==> config.mk <==
export PLATFORM = sky130hd
export DESIGN_NAME = sync_decoder_n
export DESIGN_NICKNAME = d
export VERILOG_FILES = /design/src/rtl/dec_pkg.sv /design/src/rtl/dwell_counter.sv /design/src/rtl/sync_decoder_n.sv
export SDC_FILE = /design/constraint.sdc
export NUM_CORES = 1
export LEC_CHECK = 0
export BUFFER_PORTS_ARGS = -buffer_cell sky130_fd_sc_hd__buf_4
export CORE_MARGIN = 2
export CORE_UTILIZATION = 40
export DETAILED_ROUTE_END_ITERATION = 6
export PLACE_DENSITY = 0.77
export SLEW_MARGIN = 40
export SYNTH_ARGS = -nofsm -noshare
export SYNTH_HDL_FRONTEND = slang
export SYNTH_SLANG_ARGS = --single-unit
==> constraint.sdc <==
create_clock -name clk -period 2.3 [get_ports clk]
set_clock_uncertainty 0.2 [all_clocks]
set_input_delay 0.115 -clock clk [delete_from_list [all_inputs] [get_ports clk]]
set_output_delay 0.115 -clock clk [all_outputs]
set_load 0.02 [all_outputs]
==> src/rtl/dec_pkg.sv <==
// -----------------------------------------------------------------------------
// dec_pkg
// Shared types and constants for sync_decoder_n and its dwell counter.
//   state_t     : decoder FSM states (IDLE, DIRECT, SCAN)
//   MODE_DIRECT : value of the mode input selecting direct decode
//   MODE_SCAN   : value of the mode input selecting the scanning walk
// -----------------------------------------------------------------------------
package dec_pkg;

   typedef enum logic [1:0] {
      IDLE   = 2'd0,
      DIRECT = 2'd1,
      SCAN   = 2'd2
   } state_t;

   localparam logic MODE_DIRECT = 1'b0;
   localparam logic MODE_SCAN   = 1'b1;

endpackage : dec_pkg

==> src/rtl/dwell_counter.sv <==
// -----------------------------------------------------------------------------
// dwell_counter
// Free-running dwell counter for the scan walk. While run is high the count
// advances every cycle; when it equals limit, tick is raised and the count
// returns to 0 on that edge. The compare is equality only, so a limit lowered
// below the current count lets the count run on through all-ones and roll
// over before it can match.
// Ports:
//   clk    : rising-edge clock
//   rst_n  : asynchronous active-low reset
//   clr    : synchronous clear (wins over run)
//   run    : count enable
//   limit  : compare value, sampled live every cycle
//   tick   : count == limit while running
// -----------------------------------------------------------------------------
module dwell_counter #(
   parameter int DWELL_W = 8
) (
   input  logic               clk,
   input  logic               rst_n,
   input  logic               clr,
   input  logic               run,
   input  logic [DWELL_W-1:0] limit,
   output logic               tick
);

   logic [DWELL_W-1:0] count_q;

   assign tick = run && (count_q == limit);

   always_ff @(posedge clk or negedge rst_n) begin
      if (!rst_n) begin
         count_q <= '0;
      end else if (clr) begin
         count_q <= '0;
      end else if (run) begin
         count_q <= tick ? '0 : count_q + DWELL_W'(1);
      end
   end

endmodule : dwell_counter

==> src/rtl/sync_decoder_n.sv <==
// -----------------------------------------------------------------------------
// sync_decoder_n
// Registered N-to-2^N one-hot decoder with an optional scanning mode.
//   Direct mode : a qualified select (sel_valid) is decoded to 1 << sel_i one
//                 cycle later; without sel_valid the outputs hold.
//   Scan mode   : the asserted line walks 0..OUT_W-1, each line held dwell+1
//                 cycles; wrap pulses on the return to line 0.
// Build option:
//   SYNC_DECODER_SCAN_EN : when defined, the SCAN state, dwell counter and
//                          wrap logic are built. When undefined, mode and
//                          dwell are ignored (always direct) and wrap is 0.
// Ports:
//   clk       : rising-edge clock
//   rst_n     : asynchronous active-low reset
//   en        : block enable; 0 clears out_o/out_valid/wrap, cur_sel holds
//   mode      : 0 = direct, 1 = scan
//   sel_i     : select value for direct mode
//   sel_valid : sel_i qualifier, ignored in scan
//   dwell     : extra cycles each line is held in scan
//   out_o     : registered one-hot (or all-zero) output
//   out_valid : out_o carries a decoded line
//   cur_sel   : index of the currently asserted line
//   wrap      : one-cycle pulse when scan wraps from OUT_W-1 to 0
// -----------------------------------------------------------------------------
module sync_decoder_n
   import dec_pkg::*;
#(
   parameter  int SEL_W   = 3,
   parameter  int DWELL_W = 8,
   localparam int OUT_W   = 2**SEL_W
) (
   input  logic               clk,
   input  logic               rst_n,
   input  logic               en,
   input  logic               mode,
   input  logic [SEL_W-1:0]   sel_i,
   input  logic               sel_valid,
   input  logic [DWELL_W-1:0] dwell,
   output logic [OUT_W-1:0]   out_o,
   output logic               out_valid,
   output logic [SEL_W-1:0]   cur_sel,
   output logic               wrap
);

   localparam logic [OUT_W-1:0] ONE_HOT_0 = OUT_W'(1);

   state_t           state_q, state_d;
   logic [SEL_W-1:0] sel_d;
   logic [OUT_W-1:0] onehot_d;
   logic             valid_d;
   logic             wrap_d;
   logic             scan_req;

`ifdef SYNC_DECODER_SCAN_EN
   logic tick;
   logic cnt_run;
   logic cnt_clr;

   assign scan_req = en && (mode == MODE_SCAN);
   // Count only while staying in SCAN; every other cycle (entry edge, exit,
   // disable) clears it so each scan entry starts from 0.
   assign cnt_run  = scan_req && (state_q == SCAN);
   assign cnt_clr  = !cnt_run;

   dwell_counter #(
      .DWELL_W (DWELL_W)
   ) u_dwell_counter (
      .clk   (clk),
      .rst_n (rst_n),
      .clr   (cnt_clr),
      .run   (cnt_run),
      .limit (dwell),
      .tick  (tick)
   );
`else
   logic unused_scan_inputs;

   assign scan_req           = 1'b0;
   assign unused_scan_inputs = ^{mode, dwell};
`endif

   always_comb begin
      state_d  = state_q;
      sel_d    = cur_sel;
      onehot_d = out_o;
      valid_d  = out_valid;
      wrap_d   = 1'b0;

      if (!en) begin
         state_d  = IDLE;
         onehot_d = '0;
         valid_d  = 1'b0;
      end else if (scan_req) begin
`ifdef SYNC_DECODER_SCAN_EN
         if (state_q != SCAN) begin
            state_d  = SCAN;
            sel_d    = '0;
            onehot_d = ONE_HOT_0;
            valid_d  = 1'b1;
         end else if (tick) begin
            sel_d    = cur_sel + SEL_W'(1);
            onehot_d = ONE_HOT_0 << sel_d;
            valid_d  = 1'b1;
            wrap_d   = (cur_sel == '1);
         end
`endif
      end else begin
         // Leaving SCAN without sel_valid freezes the current line.
         state_d = DIRECT;
         if (sel_valid) begin
            sel_d    = sel_i;
            onehot_d = ONE_HOT_0 << sel_i;
            valid_d  = 1'b1;
         end
      end
   end

   always_ff @(posedge clk or negedge rst_n) begin
      if (!rst_n) begin
         state_q   <= IDLE;
         cur_sel   <= '0;
         out_o     <= '0;
         out_valid <= 1'b0;
         wrap      <= 1'b0;
      end else begin
         state_q   <= state_d;
         cur_sel   <= sel_d;
         out_o     <= onehot_d;
         out_valid <= valid_d;
         wrap      <= wrap_d;
      end
   end

endmodule : sync_decoder_n

==> results by group <==
Outcome
  – Outcome: complete, no violations

Worst hold path
  – Hold Path Class: in -> reg
  – Hold path startpoint: en

Floorplan
  – Die area: ~1600 um^2
  – Die Ht: slightly above 40 um
  – Initial Util: roughly two fifths
  – Core Area: 1270 um^2
  – # IOs: 29
  – Die X: 40.4 um
  – Core Rows: 13

Worst setup path
  – Highest net fanout along the worst path: 18
  – Crit. End Element: flop
  – Required time worst endpoint: roughly 2300 ps
  – Crit path DAT: about 1700 ps
  – Crit start category: primary input
  – WS Path Type: in -> reg
  – Critical Path Source: sel_valid
  – R2R Path Start: cur_sel[2]$_DFFE_PN0P_

STA
  – RSZ-0062 raised after global routing: no
  – Minimum clock period: 1670 ps
  – # setup viols final: 0
  – Final hold vios: 0
  – Final Max Tran Viols: 0
  – Setup_tns: 0 ps
  – F_max: roughly 600 MHz
  – Tcrit/Tclk final: 72.5%

Clock tree
  – CTS tree: done
  – Root buffer cell: clkbuf_4
  – CTS Sinks: 12
  – CTS buffer count: 3
  – Hold Buf Count CTS: 6
  – H-tree depth: 1
  – CTS resizes: 0
  – Deepest clock path buffer count: 2
  – Clock Latency Late Sink: roughly 260 ps
  – Post-CTS Setup Inserts: 0
  – Clk slew on worst S/H paths: approximately 80 ps

Routing
  – Drt drc: 0
  – Vias per cell: 4.95
  – Final WL: ~1.2 mm
  – Antenna viol nets, final: 0
  – DR vias: ~430
  – WL/cell: approximately 14 um
  – First-pass DRT Iterations: 3
  – First DRT Iteration DRCs: 4

Pwr
  – PwrDens: 631 nW/um^2
  – Peak supply drop: 0.000372 V
  – Leakage Power: around 0.00035 uW
  – Tot Pwr: around 490 uW

Finish
  – Area delta synth->final: 45.0%
  – Share of cells above drive strength 1: between 30% and 40%
  – Antenna diodes: 0
  – Non-Filler Instances: 87
  – Final net count: 89
  – # fillers: approximately 120
  – Post-route cell area: 769 um^2

Logic synthesis
  – Main combinational cell family by area after synthesis: simple AND/OR/NAND/NOR gates
  – Synth Cell Area: roughly 530 um^2
  – Top cell type by total area after synthesis: dfrtp_1
  – Top post-synthesis cells by area: dfrtp_1 57%, nand2b_1 9.4%, a21oi_1 7.5%, mux2_2 6.4%, nand4bb_1 6.4%
  – Compound-Gate Fraction of Synth Area: 7.55%
  – Net count after synthesis: 62
  – Synth Area in Simple Gates: roughly a quarter
  – Synth top area share: a little under three fifths
  – Xor/xnor share of the synthesized area: 0%
  – Post-synthesis mux area share: 6.37%
  – Seq/Total Area, Yosys: a little under three fifths
  – Ys Warns: 0
  – Post-Synthesis Cells: between 40 and 50
  – Post-synthesis adder-cell area fraction: 0%
  – Syn Area/Cell: around 12 um^2
  – Register bit total from synthesis: 12
  – Post-synth cell types: 14

Job
  – # Max-Cap Violations: 0

Global route
  – Grt total ovfl: 0
  – First-pass GRT wire length: between 1.5 and 2 mm
  – Antenna violations before repair: 0
  – Vias in the first global route: 426
  – Largest net degree at the start of global routing: 19
  – Total GRT Usage: between 10% and 20%

Place
  – Placer Congestion: about 0.69
  – Area after DPL: 673 um^2
  – Placed Instances: 77
  – I/O Buffers: 18
  – Hpwl dp: roughly 710 um
path summary, 6_finish.rpt:
path                                               end  slack [ps]  depth (start not counted)
worst max-delay path              out_o[7]$_DFFE_PN0P_         630                          5
max in group asynchronous        out_valid$_DFFE_PN0P_        1690                          2
worst max register to register  cur_sel[2]$_DFFE_PN0P_        1310                          1
worst min register to register   out_valid$_DFFE_PN0P_         320                          2
min in group asynchronous         out_o[1]$_DFFE_PN0P_          50                          2
worst min-delay path              out_o[4]$_DFFE_PN0P_           6                          3
worst max-delay path: stages:
cell           delay [ps]
dlygate4sd3_1         530
buf_4                 190
nand4_1               110
dlygate4sd3_1         580
a21oi_1               130
power breakdown:
part / leakage [uW] / switching [uW] / internal (uW)
sequential: 0.000158 / 7.14 / 223
combinational: 0.000168 / 45.8 / 42.5
clock: 0.0000210 / 70.9 / 96.1
routing by layer:
layer	up-vias	wire (um)	global-route usage, %
li1	218	-	-
met1	200	507	21.6
met2	13	623	32.1
met3	0	51	3.33
met4	0	0	5.00
met5	-	0	0
sequential cells by signal, indices dropped and copies added, names as in the netlist:
register / cells
out_o: 8
cur_sel: 3
out_valid: 1
logic make-up (layout without fill, tap and decap cells):
logic type | count (synthesis) | count (layout)
AOI/OAI and AO/OA | 8 | 8
buffers and inverters | 3 | 29
DFF | 12 | 12
muxes | 3 | 3
other | 1 | 1
and+or+nand+nor | 19 | 19
placed cells by master (no fill, tap or decap):
cell type / instances
clkbuf_8: 1
nand4_1: 1
or4b_1: 1
mux2_2: 3
conb_1: 1
nand4b_1: 3
nand2_1: 1
nor2_1: 2
buf_4: 18
a21oi_1: 8
clkinv_1: 1
dlygate4sd3_1: 6
nand2b_1: 8
dfrtp_1: 12
clkbuf_4: 3
nand4bb_1: 3
cells in the mapped netlist:
cell and number:
or4b_1 1, nor2_1 2, nand4_1 1, clkbuf_1 1
dfrtp_1 12, nand4bb_1 3, mux2_2 3, nand4b_1 3
nand2b_1 8, nand2_1 1, a21oi_1 8, clkinv_1 1
conb_1 1, buf_4 1
area by class of cell:
cell class,instances,area [um^2],share of cell area [%]
tap,15,18.8,2.44
timing repair buffer,24,195,25.4
inverter,1,3.75,0.488
clock buffer,4,36.3,4.72
sequential,12,300,39.0
multi-input combinational,31,215,28.0
stage by stage:
step                      worst slack [ps]  utilization [%]  hold WS [ps]
after global routing                   583             60.7          7.93
final                                  633             60.7          6.46
after global placement                1130             53.1          -240
after floorplan                       1270                -          -381
after CTS                              674             60.7          1.45
after detailed placement              1110             53.1          -237
No activity file was read; power rests on OpenSTA's default activity.
